--- config.mk ---
export PLATFORM = sky130hd
export DESIGN_NAME = izh_neuron_ctrl
export DESIGN_NICKNAME = d
export VERILOG_FILES = /design/src/rtl/izh_neuron_ctrl.sv
export SDC_FILE = /design/constraint.sdc
export NUM_CORES = 1
export LEC_CHECK = 0
export BUFFER_PORTS_ARGS = -buffer_cell sky130_fd_sc_hd__buf_4
export CAP_MARGIN = 20
export CELL_PAD_IN_SITES_DETAIL_PLACEMENT = 0
export CELL_PAD_IN_SITES_GLOBAL_PLACEMENT = 1
export CORE_MARGIN = 4
export CORE_UTILIZATION = 47
export DETAILED_ROUTE_END_ITERATION = 10
export HOLD_SLACK_MARGIN = 0.08
export PLACE_DENSITY = 0.89
export SYNTH_ARGS = -nofsm -noshare
export SYNTH_HDL_FRONTEND = slang
export SYNTH_SLANG_ARGS = --single-unit
--- constraint.sdc ---
create_clock -name clk -period 3.6 [get_ports clk]
set_input_delay 0.54 -clock clk [delete_from_list [all_inputs] [get_ports clk]]
set_output_delay 0.54 -clock clk [all_outputs]
set_load 0.01 [all_outputs]
--- src/rtl/izh_neuron_ctrl.sv ---
// izh_neuron_ctrl
//   Configures and sequences one izh_neuron_lite instance.
//   - Byte-serial config frame (HEADER, A, B, C, D, CHK with CHK = A^B^C^D)
//     over a valid/ready handshake; param_a..d commit atomically on a good CHK.
//   - Enable tick to the neuron every TICK_DIV clk cycles while run is high
//     and a parameter set has been committed.
//   - Spike count over WINDOW ticks, reported as a saturating spike_rate.
//
// Ports
//   clk           in   clock, all logic on posedge
//   reset         in   synchronous, active-high
//   cfg_valid     in   cfg_data valid
//   cfg_data      in   [7:0] config byte
//   cfg_ready     out  byte accepted when cfg_valid && cfg_ready (low only in COMMIT)
//   cfg_err       out  1-cycle pulse: checksum mismatch or inter-byte timeout
//   run           in   level, tick generator running
//   spike_in      in   neuron spike_out
//   param_a..d    out  [7:0] committed neuron parameters
//   params_ready  out  1 once any frame has committed
//   enable        out  1-cycle tick pulse to the neuron
//   spike_rate    out  [CNT_W-1:0] spikes in last completed window, saturating
//   rate_valid    out  1-cycle pulse coincident with a new spike_rate value
module izh_neuron_ctrl #(
  parameter int unsigned TICK_DIV = 16,
  parameter int unsigned WINDOW   = 64,
  parameter int unsigned CNT_W    = 8,
  parameter logic [7:0]  HEADER   = 8'hA5,
  parameter int unsigned TIMEOUT  = 255
) (
  input  logic             clk,
  input  logic             reset,
  input  logic             cfg_valid,
  input  logic [7:0]       cfg_data,
  output logic             cfg_ready,
  output logic             cfg_err,
  input  logic             run,
  input  logic             spike_in,
  output logic [7:0]       param_a,
  output logic [7:0]       param_b,
  output logic [7:0]       param_c,
  output logic [7:0]       param_d,
  output logic             params_ready,
  output logic             enable,
  output logic [CNT_W-1:0] spike_rate,
  output logic             rate_valid
);

  localparam int unsigned TICK_W = $clog2(TICK_DIV);
  localparam int unsigned WIN_W  = (WINDOW > 1) ? $clog2(WINDOW) : 1;
  localparam int unsigned TO_W   = $clog2(TIMEOUT + 1);

  localparam logic [TICK_W-1:0] TICK_LAST = TICK_W'(TICK_DIV - 1);
  localparam logic [WIN_W-1:0]  WIN_LAST  = WIN_W'(WINDOW - 1);
  localparam logic [TO_W-1:0]   TO_LAST   = TO_W'(TIMEOUT - 1);

  typedef enum logic [1:0] {
    S_IDLE,
    S_LOAD,
    S_CHECK,
    S_COMMIT
  } state_t;

  state_t state, state_nxt;

  logic [1:0]       byte_idx;
  logic [3:0][7:0]  shadow;
  logic [TO_W-1:0]  to_cnt;
  logic [7:0]       chk_xor;
  logic             accept;
  logic             load_byte;
  logic             chk_good;
  logic             chk_bad;
  logic             timed_out;

  logic [TICK_W-1:0] tick_cnt;
  logic [WIN_W-1:0]  win_cnt;
  logic [CNT_W-1:0]  spk_cnt;
  logic [CNT_W-1:0]  spk_inc;
  logic              win_done;
  logic              counting;

  // ---------------------------------------------------------------------------
  // Frame FSM: next state and handshake decode
  // ---------------------------------------------------------------------------
  always_comb begin
    cfg_ready = (state != S_COMMIT);
    accept    = cfg_valid && cfg_ready;
    chk_xor   = shadow[0] ^ shadow[1] ^ shadow[2] ^ shadow[3];
    load_byte = 1'b0;
    chk_good  = 1'b0;
    chk_bad   = 1'b0;
    timed_out = 1'b0;
    state_nxt = state;

    case (state)
      S_IDLE: begin
        if (accept && (cfg_data == HEADER)) begin
          state_nxt = S_LOAD;
        end
      end
      S_LOAD: begin
        if (accept) begin
          load_byte = 1'b1;
          if (byte_idx == 2'd3) begin
            state_nxt = S_CHECK;
          end
        end else if (to_cnt == TO_LAST) begin
          timed_out = 1'b1;
          state_nxt = S_IDLE;
        end
      end
      S_CHECK: begin
        if (accept) begin
          if (cfg_data == chk_xor) begin
            chk_good  = 1'b1;
            state_nxt = S_COMMIT;
          end else begin
            chk_bad   = 1'b1;
            state_nxt = S_IDLE;
          end
        end else if (to_cnt == TO_LAST) begin
          timed_out = 1'b1;
          state_nxt = S_IDLE;
        end
      end
      S_COMMIT: begin
        state_nxt = S_IDLE;
      end
      default: begin
        state_nxt = S_IDLE;
      end
    endcase
  end

  always_ff @(posedge clk) begin
    if (reset) begin
      state <= S_IDLE;
    end else begin
      state <= state_nxt;
    end
  end

  // ---------------------------------------------------------------------------
  // Frame datapath: shadows, timeout, committed parameters
  // ---------------------------------------------------------------------------
  always_ff @(posedge clk) begin
    if (reset) begin
      byte_idx     <= '0;
      shadow       <= '0;
      to_cnt       <= '0;
      param_a      <= '0;
      param_b      <= '0;
      param_c      <= '0;
      param_d      <= '0;
      params_ready <= 1'b0;
      cfg_err      <= 1'b0;
    end else begin
      cfg_err <= chk_bad || timed_out;

      if ((state == S_LOAD) || (state == S_CHECK)) begin
        to_cnt <= accept ? '0 : to_cnt + TO_W'(1);
      end else begin
        to_cnt <= '0;
      end

      if (state == S_IDLE) begin
        byte_idx <= '0;
      end else if (load_byte) begin
        shadow[byte_idx] <= cfg_data;
        byte_idx         <= byte_idx + 2'd1;
      end

      if (chk_good) begin
        param_a      <= shadow[0];
        param_b      <= shadow[1];
        param_c      <= shadow[2];
        param_d      <= shadow[3];
        params_ready <= 1'b1;
      end
    end
  end

  // ---------------------------------------------------------------------------
  // Tick generator and spike-rate window
  // ---------------------------------------------------------------------------
  always_comb begin
    counting = run && params_ready;
    enable   = counting && (tick_cnt == TICK_LAST) && (state != S_COMMIT);
    spk_inc  = (spike_in && (spk_cnt != '1)) ? spk_cnt + CNT_W'(1) : spk_cnt;
  end

  // win_done marks the cycle after the final tick of a window, so the spike
  // the neuron registers in response to that tick is still counted.
  always_ff @(posedge clk) begin
    if (reset) begin
      tick_cnt   <= '0;
      win_cnt    <= '0;
      spk_cnt    <= '0;
      win_done   <= 1'b0;
      spike_rate <= '0;
      rate_valid <= 1'b0;
    end else begin
      rate_valid <= 1'b0;
      if (state == S_COMMIT) begin
        tick_cnt <= '0;
        win_cnt  <= '0;
        spk_cnt  <= '0;
        win_done <= 1'b0;
      end else begin
        if (!counting || (tick_cnt == TICK_LAST)) begin
          tick_cnt <= '0;
        end else begin
          tick_cnt <= tick_cnt + TICK_W'(1);
        end

        if (win_done) begin
          spike_rate <= spk_inc;
          rate_valid <= 1'b1;
          spk_cnt    <= '0;
        end else begin
          spk_cnt <= spk_inc;
        end

        win_done <= enable && (win_cnt == WIN_LAST);
        if (enable) begin
          win_cnt <= (win_cnt == WIN_LAST) ? '0 : win_cnt + WIN_W'(1);
        end
      end
    end
  end

endmodule

Word level (Yosys, flattened, before mapping)
Index checks and enable logic that the tools add are counted. Widths: inputs -> output; s select.

Bits in registers: 106. Latch bits: 0. Bits in read-only memories: 0. Input port bits: 13. Bits in writable memories: 0. Logic and storage cells: 91. Memories kept: 0. Output and inout bits: 45.

Multiplexer cells: 24. $lt $le $gt $ge: 2. Reduce and logical (&&, ||, !) cells: 22. Add/subtract/negate cells: 5. Equal/unequal tests: 13. Div/mod/pow operators: 0. Shift operators: 0. Bitwise logic cells: 6. Multiply operators: 0.

Operators with widths (number): $bwmux 32 (1); $xor 8x8->8 (3); $add 8x1->8 const B (2); $demux 8 s2 (1); $eq 8x8->1 const B (2); $mux 8 (2); $mux 1 (12); $mux 2 (6); $reduce_or 3->1 (3); $eq 8x8->1 (1); $logic_and 1x1->1 (8); $ne 8x8->1 const B (1); $pmux 2 s4 (1); $add 6x1->6 const B (1); $eq 2x2->1 const B (3); $eq 6x6->1 const B (1); $mux 6 (1); $reduce_and 2->1 (3); $reduce_or 2->1 (3); $add 4x1->4 const B (1); $eq 4x4->1 const B (1); $ne 2x2->1 const B (2); $logic_or 1x1->1 (3); $lt 2x3->1 const B (1); other kinds (7) (9).

Depth between registers and ports, before layout
Depth in word-level cells: 8. Depth in mapped cells: 7. Gate-level depth less buffers: 7.

Worst setup path before layout
No wires, ideal clock.

Path kind: input to register. Start: input port cfg_data[7]. End: register param_a[0]. Buffers on the path: 1. Data required time: 3528 ps. Cell stages on the path: 6. Setup time: 72 ps. Path slack: 1583 ps. Data arrival time: 1946 ps. Cell sequence: xnor3_1 xnor2_2 nand4_2 nor3_4 buf_8 mux2i_1.

Word-level cells in the longest chain between the ends: 4.

Ends and longest elaborated chain: start, declared (line 33) `input logic [7:0] cfg_data,`; $eq 8x8->1 (line 114) `if (cfg_data == chk_xor) begin`; $mux 1 (line 114); $mux 1 (line 113) `if (accept) begin`; $mux 1 (line 95) `case (state)`; end signal, assigned (line 174) `param_a <= shadow[0];`; end, declared (line 38) `output logic [7:0] param_a,`.

No other way between the ends. A chain may end at the register's enable or synchronous reset.

Final worst setup path
Start: register state[0]. End: register param_c[5].

Word-level cells in the longest chain between the ends: 4. Elaborated cells on any way between the ends: 5. Those cells by class: eq/ne (2); mux (2); reduce/logical (1).

Ends and longest elaborated chain: start, declared (line 63) `state_t state, state_nxt;`; start signal, assigned (line 139) `state <= state_nxt;`; $ne 2x2->1 (line 86) `cfg_ready = (state != S_COMMIT);`; $logic_and 1x1->1 (line 87) `accept = cfg_valid && cfg_ready;`; $mux 1 (line 113); $mux 1 * (line 95); end signal, assigned (line 176) `param_c <= shadow[2];`; end, declared (line 40) `output logic [7:0] param_c,`.

Every way passes the cells marked *; elsewhere a longest branch is shown, timed or not.

==> Implementation_results.wiki <==
{| class="wikitable"
! Metric !! Value
|-
| Area share of the leading cell type in the synthesized netlist || 0.454
|-
| Final number of setup-violating endpoints || 0
|-
| Number of synthesized register bits || 106
|-
| Worst min-delay path startpoint || win_done
|-
| Core region area || 9730 sq um
|-
| Via Count || 3,604
|-
| Via density per instance || 5.14
|-
| Number of enable-type register cells in the synthesized netlist || 0
|-
| Total power divided by cell area || around 380 nW/um^2
|-
| Antenna Violating Nets Remaining || 0
|-
| Worst voltage drop across the vdd grid || roughly 0.19 mV
|-
| Count of buffers from port buffering || 57
|-
| First-pass GRT wire length || 15,900 microns
|-
| Synthesized instance count || around 520
|-
| GRT Util Overall || 0.174
|-
| Final nets || 589
|-
| Die area || between 10,000 and 15,000 sq um
|-
| Ranking of synthesized cells by area || dfxtp_1, nand2_1, mux2i_1, nand3_1, xnor2_1
|-
| Initial antenna violation count || 0
|-
| Net count of the mapped netlist || 545
|-
| Hold path depth || 1
|-
| Post-CTS Resized || 0
|-
| Leak pwr || 1.89 nW
|-
| Internal Power || 1.56 mW
|-
| CTS Hold Bufs || 0
|-
| CP Launch Type || flop
|-
| Max-cap check violation count || 0
|-
| ANT cells || 0
|-
| Total Routed Length || between 9000 and 10,000 microns
|-
| Count of endpoints failing hold in the final timing report || 0
|-
| Synth Cell Area || between 4000 and 5000 sq um
|-
| Crit Reg-Reg Startpoint || state[0]
|-
| Worst Setup SP || state[0]
|-
| Fraction of final layout cells sized beyond drive strength 1 || 0.146
|-
| Sequential element share of the synthesized area || 0.454
|-
| HPWL reported at the end of detailed placement || 6930 microns
|-
| Slew headroom || 0.312
|-
| Relative contribution of combinational cells to total power || 0.043
|-
| Layout Area Growth over Synthesis || 14.9%
|-
| Htree depth || 3
|-
| Number of setup buffers added after CTS || 0
|-
| Number of clock sinks seen by CTS || 106
|-
| Iter 0 DRT Violations || 161
|-
| Clock share of power || 0.379
|-
| TNS Setup || 0 ps
|-
| Final number of max-transition violations || 0
|-
| F_max || approximately 410 MHz
|-
| Unrepaired setup endpoints after global routing || false
|-
| Num CTS Buffers || 9
|-
| Share of power burned in registers || 0.578
|-
| Initial Util || 0.481
|-
| Residual DRC count || 0
|-
| Maximum clock path buffer count || 2
|-
| Slew at the pin closest to its max-slew limit || roughly 1000 ps
|-
| Remaining global-route overflow || 0
|-
| Sort of element at the end of the critical path || flop
|-
| Largest area contributor in the synthesized netlist || dfxtp_1
|-
| Synthesis Warnings || 0
|-
| Clock latency of the later-clocked register in the worst-skew pair || between 300 and 400 ps
|-
| Wire length per cell || 14.0 microns
|-
| Status || complete, no violations
|-
| Routability cong. || a little over 0.8
|-
| Worst EP required || ~4000 ps
|-
| Minimum clock period after layout || ~2400 ps
|-
| Via count of the first global-routing pass || 3,359
|-
| Row cnt || 36
|-
| First-pass iteration count of the detailed router || 4
|-
| Async set-or-reset flop fraction in the synthesized netlist || 0
|-
| Power consumption || 2.05 mW
|-
| Clock tree from TritonCTS || yes
|-
| Reg clk slew, reported paths || 110 ps
|-
| Synthesized area divided by synthesized cell count || 9.01 sq um
|-
| Top flip-flop cell by instance count after synthesis || dfxtp_1
|-
| Largest net degree at the start of global routing || between 60 and 70
|-
| Top fanout value on the critical path || 31
|-
| Max Clock Skew || 11.1 ps
|-
| Sw Ratio || 0.239
|-
| Count of different cell masters after synthesis || 44
|-
| Arrival time at the worst endpoint || around 2700 ps
|-
| Top Ports || 58
|-
| Power spent charging and discharging nets || 0.488 mW
|-
| Portion of the clock cycle consumed by the worst path in the final layout || 0.673
|-
| Hold Path Class || reg -> reg
|-
| Die height || 108 microns
|-
| R2R cell count || 6
|-
| Die extent in x || ~110 microns
|-
| Cell at the root of the clock tree || clkbuf_8
|-
| Critical path type || reg -> reg
|}
[cells in the final DEF (no fill, tap or decap), types with 3 or more instances in the layout]
cell type / instances
inv_1: 8
buf_4: 60
nor3_1: 6
a211oi_1: 5
clkbuf_8: 10
xor2_1: 9
xnor2_1: 22
nor2_1: 36
nand4_1: 8
nand3_1: 42
mux2i_1: 38
and3_1: 3
xnor3_1: 8
ha_1: 13
nor2b_1: 4
o211ai_1: 3
a21oi_1: 38
nand2_1: 112
dfxtp_1: 106
clkinv_4: 3
[flip-flops by register name, indices dropped and copies added, names as in the netlist]
name          flops
param_c           8
param_d           8
params_ready      1
tick_cnt          4
param_a           8
win_done          1
win_cnt           6
state             2
cfg_err           1
rate_valid        1
param_b           8
spike_rate        8
shadow           32
to_cnt            8
spk_cnt           8
byte_idx          2
[per-stage QoR]
step | instances | utilization | hold WS, ps | worst slack (ps) | cell area, sq um
floorplan | 519 | - | 403 | 1580 | 4680
global placement | 685 | 0.530 | 412 | 1140 | 5160
detailed placement | 685 | 0.530 | 431 | 1060 | 5160
CTS | 701 | 0.552 | 437 | 1140 | 5370
global route | 701 | 0.552 | 447 | 985 | 5370
finish | 701 | 0.552 | 450 | 1180 | 5370
[Yosys cell counts, types with 2 or more instances]
library cell,instances
a21oi_1,38
buf_8,3
nand2_1,112
xnor2_1,22
nand3_1,42
ha_1,13
nor3_1,6
nand4_1,8
a211oi_1,5
dfxtp_1,106
clkbuf_1,24
nor2_1,37
and3_1,3
inv_2,2
xor2_1,9
xnor3_1,8
and2_1,2
inv_1,8
nor2b_1,4
nor4bb_1,2
nand3b_1,2
or3_1,2
mux2i_1,38
o211ai_1,3
[power by group through the flow]
| stage | clock network (mW) | registers [mW] | logic (mW) |
|---|---|---|---|
| 2_1_floorplan | 0 | 1.21 | 0.0570 |
| 3_3_place_gp | 0 | 1.21 | 0.0863 |
| 3_5_place_dp | 0 | 1.21 | 0.0883 |
| 4_1_cts | 0.798 | 1.18 | 0.0886 |
| 5_1_grt | 0.841 | 1.18 | 0.0970 |
| 6_report | 0.775 | 1.18 | 0.0882 |
[cell families (layout without fill, tap and decap cells)]
family / count (synthesis) / count (layout) / synth area share
and+or+nand+nor: 228 / 228 / 0.220
DFF: 106 / 106 / 0.454
AOI/OAI and AO/OA: 56 / 56 / 0.0709
xor gates and xnor gates: 40 / 40 / 0.100
muxes: 39 / 39 / 0.0837
buffers and inverters: 37 / 86 / 0.0369
adders and majority gates: 13 / 13 / 0.0348
[final cells by class]
type                    count  area (sq um)
fillers                   926          4360
multi-input cells         376          2380
flip-flops and latches    106          2120
repair buffers             60           450
well taps                 133           166
clock buffers              10           138
clock inverters             6          73.8
inverters                  10          37.5
[final timing paths]
check / end / slack (ps)
worst min register to register: spk_cnt[7] / 450
worst min-delay path: spk_cnt[7] / 450
worst max register to register: param_c[5] / 1180
worst max-delay path: param_c[5] / 1180
[worst max-delay path, stage by stage (launching register included)]
cell     delay (ps)
dfxtp_1         370
ha_1            300
nor2b_1         370
nand2_1         210
nor3_4          330
buf_4           510
mux2i_1         240
[metal layers]
layer / vias to the layer above / GRT usage / part of all wire
met5: - / 0 / 0
met2: 83 / 0.282 / 0.48
met1: 1673 / 0.226 / 0.45
met3: 12 / 0.0300 / 0.048
li1: 1836 / - / -
met4: 0 / 0.0794 / 0.017
Power figures use the tool's default switching activity.
